**config.mk**
```make
export PLATFORM = sky130hd
export DESIGN_NAME = mem_stage_ctrl
export DESIGN_NICKNAME = d
export VERILOG_FILES = /design/src/rtl/mem_stage_ctrl.sv
export SDC_FILE = /design/constraint.sdc
export NUM_CORES = 1
export LEC_CHECK = 0
export CAP_MARGIN = 20
export CORE_ASPECT_RATIO = 0.7
export CORE_MARGIN = 5
export CORE_UTILIZATION = 30
export CTS_CLUSTER_SIZE = 40
export DETAILED_ROUTE_END_ITERATION = 12
export HOLD_SLACK_MARGIN = 0.06
export SLEW_MARGIN = 10
export SYNTH_ARGS = -nofsm -noshare
export SYNTH_HDL_FRONTEND = slang
export SYNTH_SLANG_ARGS = --single-unit
export TNS_END_PERCENT = 30
```
**constraint.sdc**
```tcl
create_clock -name clk -period 4.84 [get_ports clk]
set_input_delay 0.726 -clock clk [delete_from_list [all_inputs] [get_ports clk]]
set_output_delay 0.726 -clock clk [all_outputs]
set_load 0.02 [all_outputs]
```
**src/rtl/mem_stage_ctrl.sv**
```systemverilog
// Purpose : MEM-stage controller; runs loads/stores on a req/ack data bus and feeds write-back.
// Latency : non-memory ops 1 cycle; memory ops stall 1 + (WAIT cycles, at most TIMEOUT) cycles.
// Backpr. : freeze holds EXE2MEM and earlier stages while an access is in flight; WB sees bubbles.
//
// Ports
//   clk, rst                         clock, async active-low reset
//   WB_EN, Mem_Read_EN, Mem_Write_EN EXE2MEM control
//   ALU_Result, Store_Value, Dest    EXE2MEM data (ALU_Result is the byte address for memory ops)
//   freeze                           combinational stall to upstream stages
//   mem_req/we/addr/wdata            registered data-bus request (word address)
//   mem_rdata, mem_ack               bus response; ack is a one-cycle pulse
//   WB_EN_out .. Dest_out            registered MEM2WB outputs
//   misalign_err, bus_err            registered one-cycle error pulses
module mem_stage_ctrl #(
    parameter int WORD_LEN          = 32,
    parameter int REG_FILE_ADDR_LEN = 5,
    parameter int TIMEOUT           = 16
) (
    input  logic                         clk,
    input  logic                         rst,
    input  logic                         WB_EN,
    input  logic                         Mem_Read_EN,
    input  logic                         Mem_Write_EN,
    input  logic [WORD_LEN-1:0]          ALU_Result,
    input  logic [WORD_LEN-1:0]          Store_Value,
    input  logic [REG_FILE_ADDR_LEN-1:0] Dest,
    output logic                         freeze,
    output logic                         mem_req,
    output logic                         mem_we,
    output logic [WORD_LEN-3:0]          mem_addr,
    output logic [WORD_LEN-1:0]          mem_wdata,
    input  logic [WORD_LEN-1:0]          mem_rdata,
    input  logic                         mem_ack,
    output logic                         WB_EN_out,
    output logic                         MEM_R_EN_out,
    output logic [WORD_LEN-1:0]          ALU_Result_out,
    output logic [WORD_LEN-1:0]          Mem_Read_Value,
    output logic [REG_FILE_ADDR_LEN-1:0] Dest_out,
    output logic                         misalign_err,
    output logic                         bus_err
);
    localparam int CNT_W = (TIMEOUT > 1) ? $clog2(TIMEOUT) : 1;
    localparam logic [CNT_W-1:0] CNT_LAST = CNT_W'(TIMEOUT - 1);

    typedef enum logic [1:0] {
        S_IDLE = 2'd0,
        S_WAIT = 2'd1,
        S_DONE = 2'd2
    } state_e;

    state_e state_q, state_d;

    logic [CNT_W-1:0]             cnt_q, cnt_d;
    logic                         mem_req_q, mem_req_d;
    logic                         mem_we_q, mem_we_d;
    logic [WORD_LEN-3:0]          mem_addr_q, mem_addr_d;
    logic [WORD_LEN-1:0]          mem_wdata_q, mem_wdata_d;
    logic [WORD_LEN-1:0]          rd_cap_q, rd_cap_d;
    logic                         wb_en_q, wb_en_d;
    logic                         mrd_en_q, mrd_en_d;
    logic [WORD_LEN-1:0]          alu_q, alu_d;
    logic [WORD_LEN-1:0]          mrv_q, mrv_d;
    logic [REG_FILE_ADDR_LEN-1:0] dest_q, dest_d;
    logic                         misalign_q, misalign_d;
    logic                         bus_err_q, bus_err_d;

    logic op;
    logic misaligned;
    logic timeout_hit;

    assign op          = Mem_Read_EN | Mem_Write_EN;
    // A dual-enable op is executed as a write but still flagged.
    assign misaligned  = (ALU_Result[1:0] != 2'b00) | (Mem_Read_EN & Mem_Write_EN);
    assign timeout_hit = (cnt_q == CNT_LAST);

    // ---------------------------------------------------------------- state register
    always_ff @(posedge clk or negedge rst) begin
        if (!rst) begin
            state_q <= S_IDLE;
        end else begin
            state_q <= state_d;
        end
    end

    // ---------------------------------------------------------------- next state
    always_comb begin
        state_d = state_q;
        case (state_q)
            S_IDLE:  if (op) state_d = S_WAIT;
            S_WAIT:  if (mem_ack || timeout_hit) state_d = S_DONE;
            S_DONE:  state_d = S_IDLE;
            default: state_d = S_IDLE;
        endcase
    end

    // ---------------------------------------------------------------- outputs / datapath next values
    always_comb begin
        freeze      = 1'b0;
        cnt_d       = cnt_q;
        mem_req_d   = mem_req_q;
        mem_we_d    = mem_we_q;
        mem_addr_d  = mem_addr_q;
        mem_wdata_d = mem_wdata_q;
        rd_cap_d    = rd_cap_q;
        wb_en_d     = wb_en_q;
        mrd_en_d    = mrd_en_q;
        alu_d       = alu_q;
        mrv_d       = mrv_q;
        dest_d      = dest_q;
        misalign_d  = 1'b0;
        bus_err_d   = 1'b0;

        case (state_q)
            S_IDLE: begin
                if (op) begin
                    freeze      = 1'b1;
                    mem_req_d   = 1'b1;
                    mem_we_d    = Mem_Write_EN;
                    mem_addr_d  = ALU_Result[WORD_LEN-1:2];
                    mem_wdata_d = Store_Value;
                    cnt_d       = '0;
                    misalign_d  = misaligned;
                    wb_en_d     = 1'b0;
                    mrd_en_d    = 1'b0;
                end else begin
                    // Pass-through; the read value keeps whatever the last load left.
                    wb_en_d  = WB_EN;
                    mrd_en_d = Mem_Read_EN;
                    alu_d    = ALU_Result;
                    dest_d   = Dest;
                end
            end
            S_WAIT: begin
                freeze   = 1'b1;
                wb_en_d  = 1'b0;
                mrd_en_d = 1'b0;
                // An ack on the final allowed cycle wins over the timeout.
                if (mem_ack) begin
                    mem_req_d = 1'b0;
                    mem_we_d  = 1'b0;
                    if (!mem_we_q) begin
                        rd_cap_d = mem_rdata;
                    end
                end else if (timeout_hit) begin
                    mem_req_d = 1'b0;
                    mem_we_d  = 1'b0;
                    rd_cap_d  = '0;
                    bus_err_d = 1'b1;
                end else begin
                    cnt_d = cnt_q + 1'b1;
                end
            end
            S_DONE: begin
                // Upstream inputs are still the frozen instruction here.
                wb_en_d  = WB_EN;
                mrd_en_d = Mem_Read_EN;
                alu_d    = ALU_Result;
                dest_d   = Dest;
                mrv_d    = rd_cap_q;
            end
            default: begin
                wb_en_d  = 1'b0;
                mrd_en_d = 1'b0;
            end
        endcase
    end

    // ---------------------------------------------------------------- datapath registers
    always_ff @(posedge clk or negedge rst) begin
        if (!rst) begin
            cnt_q       <= '0;
            mem_req_q   <= 1'b0;
            mem_we_q    <= 1'b0;
            mem_addr_q  <= '0;
            mem_wdata_q <= '0;
            rd_cap_q    <= '0;
            wb_en_q     <= 1'b0;
            mrd_en_q    <= 1'b0;
            alu_q       <= '0;
            mrv_q       <= '0;
            dest_q      <= '0;
            misalign_q  <= 1'b0;
            bus_err_q   <= 1'b0;
        end else begin
            cnt_q       <= cnt_d;
            mem_req_q   <= mem_req_d;
            mem_we_q    <= mem_we_d;
            mem_addr_q  <= mem_addr_d;
            mem_wdata_q <= mem_wdata_d;
            rd_cap_q    <= rd_cap_d;
            wb_en_q     <= wb_en_d;
            mrd_en_q    <= mrd_en_d;
            alu_q       <= alu_d;
            mrv_q       <= mrv_d;
            dest_q      <= dest_d;
            misalign_q  <= misalign_d;
            bus_err_q   <= bus_err_d;
        end
    end

    assign mem_req        = mem_req_q;
    assign mem_we         = mem_we_q;
    assign mem_addr       = mem_addr_q;
    assign mem_wdata      = mem_wdata_q;
    assign WB_EN_out      = wb_en_q;
    assign MEM_R_EN_out   = mrd_en_q;
    assign ALU_Result_out = alu_q;
    assign Mem_Read_Value = mrv_q;
    assign Dest_out       = dest_q;
    assign misalign_err   = misalign_q;
    assign bus_err        = bus_err_q;

endmodule
```
==> results.json <==
{
  "drive_gt1_frac": 0.2521,
  "die_width_um": 192.2,
  "final_common_cell": "clkdlybuf4s50_1",
  "wl_per_cell_um": 18.77,
  "ctsHtreeMaxLevel": 4,
  "tns_ns": 0,
  "switchingPower_mw": 2.568,
  "pwr-share-clk": 0.183,
  "start_util": 0.3067,
  "synthDistinctLibCells": 40,
  "grt_usage": 0.1419,
  "cts.sinks": 175,
  "seq_area_sq_mm": 0.004379,
  "io_pins": 245,
  "p_per_area_mw_per_mm2": 706.3,
  "yosys.area_share.simple": 0.02513,
  "power_mw": 7.239,
  "final_cell_mix": "clkdlybuf4s50_1, dfrtp_1, mux2_2, a22o_1, clkbuf_16",
  "nNetsFinal": 794,
  "cts_resized": 0,
  "hold_violations": 0,
  "place_ws_ns": 1.757,
  "synth_area_leaders": "dfrtp_1, mux2_2, a22o_1",
  "grt_pass1_vias": 5165,
  "synth_top_family_by_area": "multiplexers",
  "synth_compound_area_frac": 0.09512,
  "dr.pass1.iters": 4,
  "outcome": "completed",
  "synthFlopType": "dfrtp_1",
  "syn_to_final_growth_pct": 47.00,
  "postCtsSetupBuffers": 0,
  "antenna_found_initial": 0,
  "synth_edf_count": 0,
  "syn_area_sq_mm": 0.006972,
  "hpwlAfterDp_um": 13370,
  "syn_area_per_cell_sq_um": 15.63,
  "final_antenna_net_count": 0,
  "cap_viol_max_count": 0,
  "max_slew_margin": 0.4551,
  "finalInstanceArea_sq_mm": 0.01025,
  "holdCritPathClass": "in2async",
  "cp.arrival_ns": 2.34,
  "yosysSeqAreaShare": 0.6281,
  "worstPathMaxFanout": 5,
  "finalCritPeriodShare": 0.6325,
  "vdd_drop_max_v": 0.0003018,
  "gp_congestion": 0.7853,
  "period_needed_ns": 3.061,
  "cts_buffer_depth": 2,
  "vias": 4716,
  "setup_ws_ns": 1.779,
  "critPathRequiredTime_ns": 4.11,
  "dieArea_sq_mm": 0.02644,
  "cts-root-buf": "clkbuf_16",
  "dr.first_iter.drc_count": 243,
  "drc": 0,
  "seqPwrFrac": 0.361,
  "switching_share": 0.3547,
  "fp-row-count": 46,
  "grt_max_degree": 91,
  "synth_top_area_frac": 0.6281,
  "synthAdderAreaFrac": 0.001795,
  "netlist_instances": 446,
  "die_h_um": 137.5,
  "synthesis.nets": 554,
  "p_leak_nw": 4.272,
  "timing.hold.ws_ns": 0.3576,
  "clock.fmax_ghz": 0.3266,
  "synth-xor-area-share": 0,
  "ys_seq_elements": 175,
  "coreArea_sq_mm": 0.02273,
  "ys_warn_count": 0,
  "multiInputGateArea_sq_mm": 0.002376,
  "finalSetupViolCount": 0,
  "cts_made_buffers": 17,
  "path_class": "in2out",
  "fin_worst_skew_ns": 0.01108,
  "placed_area_sq_mm": 0.009669,
  "grt_pass1_wl_um": 29390,
  "io_buffer_count": 244,
  "hold_buffers": 0,
  "rsz0062_at_grt": "no",
  "yosysTopAreaCell": "dfrtp_1",
  "internal_power_mw": 4.671,
  "p_comb_frac": 0.456,
  "maxSlewViolCount": 0,
  "end_kind": "primary output",
  "cp-start-kind": "input port",
  "clk_pin_slew_worst_paths_ns": 0.07,
  "grt_overflow": 0,
  "clk_latency_ns": 0.42,
  "vias_per_cell": 4.669,
  "tightest_slew_ns": 0.8173,
  "cts_tree": "yes",
  "fillers": 2014,
  "muxShareOfSynthArea": 0.2179,
  "diodes": 0,
  "finalWirelength_um": 18960,
  "async_flop_share": 1.000
}
power by group through the flow:
| stage | combinational (mW) | sequential [mW] | clock (mW) |
|---|---|---|---|
| after floorplan | 1.13 | 3.24 | 0 |
| after global placement | 3.27 | 2.61 | 0 |
| after detailed placement | 3.33 | 2.64 | 0 |
| after CTS | 3.34 | 2.62 | 1.37 |
| after global routing | 3.48 | 2.71 | 1.44 |
| final | 3.30 | 2.61 | 1.33 |
layout make-up:
cell class,count,area share
Inverter,2,0.0007325
Tap cell,312,0.03809
Clock inverter,13,0.01270
Timing Repair Buffer,253,0.2475
Sequential cell,175,0.4273
Clock buffer,18,0.04188
Multi-Input combinational cell,237,0.2318
per-layer routing:
metal / up-vias / track usage / part of all wire
met2: 183 / 0.2143 / 0.44
li1: 2112 / - / -
met3: 14 / 0.04534 / 0.076
met5: - / 0 / 0
met4: 0 / 0.03880 / 0.010
met1: 2407 / 0.1977 / 0.47
synthesized netlist by cell type (2+ instances only):
cell type  instances
nor2_1             2
dfrtp_1          175
and2_1             2
o21ai_0            2
mux2_2           121
inv_1              2
nand3_1            4
a211oi_1           2
clkbuf_2           2
a22o_1            64
buf_2             11
a21o_1             2
or4b_1             2
nand2_1            2
mux2_4             9
nand2b_1           4
buf_6             10
clkbuf_1           8
path summary, 6_finish.rpt:
kind	cells after the start	from	end	slack, ns
worst min-delay path	1	rst	mem_wdata[12]	0.36
min in group clk	1	mem_req	mem_req	0.50
worst max register to register	3	state_q[0]	Mem_Read_Value[0]	2.64
max in group asynchronous	2	rst	Mem_Read_Value[20]	3.52
worst min register to register	1	mem_req	mem_req	0.50
worst max-delay path	4	Mem_Write_EN	freeze	1.78
flip-flops by register name (all words and copies together) (netlist names):
name / count
mem_we: 1
Mem_Read_Value: 32
Dest_out: 5
ALU_Result_out: 32
rd_cap_q: 32
state_q: 2
bus_err: 1
mem_wdata: 32
misalign_err: 1
cnt_q: 4
MEM_R_EN_out: 1
mem_addr: 30
WB_EN_out: 1
mem_req: 1
logic make-up (layout without fill, tap and decap cells):
kind of cell / count (synthesis) / count (layout)
AO/OA/AOI/OAI: 78 / 78
flip-flops: 175 / 175
adder cells (fa/ha/maj): 1 / 1
AND/OR/NAND/NOR: 26 / 26
multiplexers: 132 / 132
buffers and inverters: 34 / 286
per-stage QoR:
stage	instances	utilization
final	1010	0.4508
after detailed placement	978	0.4253
after global placement	978	0.4253
after CTS	1009	0.4499
after global routing	1010	0.4508
after floorplan	446	-
worst max-delay path, cell delays in order:
cell and delay, ns:
clkdlybuf4s50_1 0.47, nor3_1 0.50, nor2_1 0.08, clkdlybuf4s50_1 0.56
Note: power is estimated with default switching activity, not from simulation.
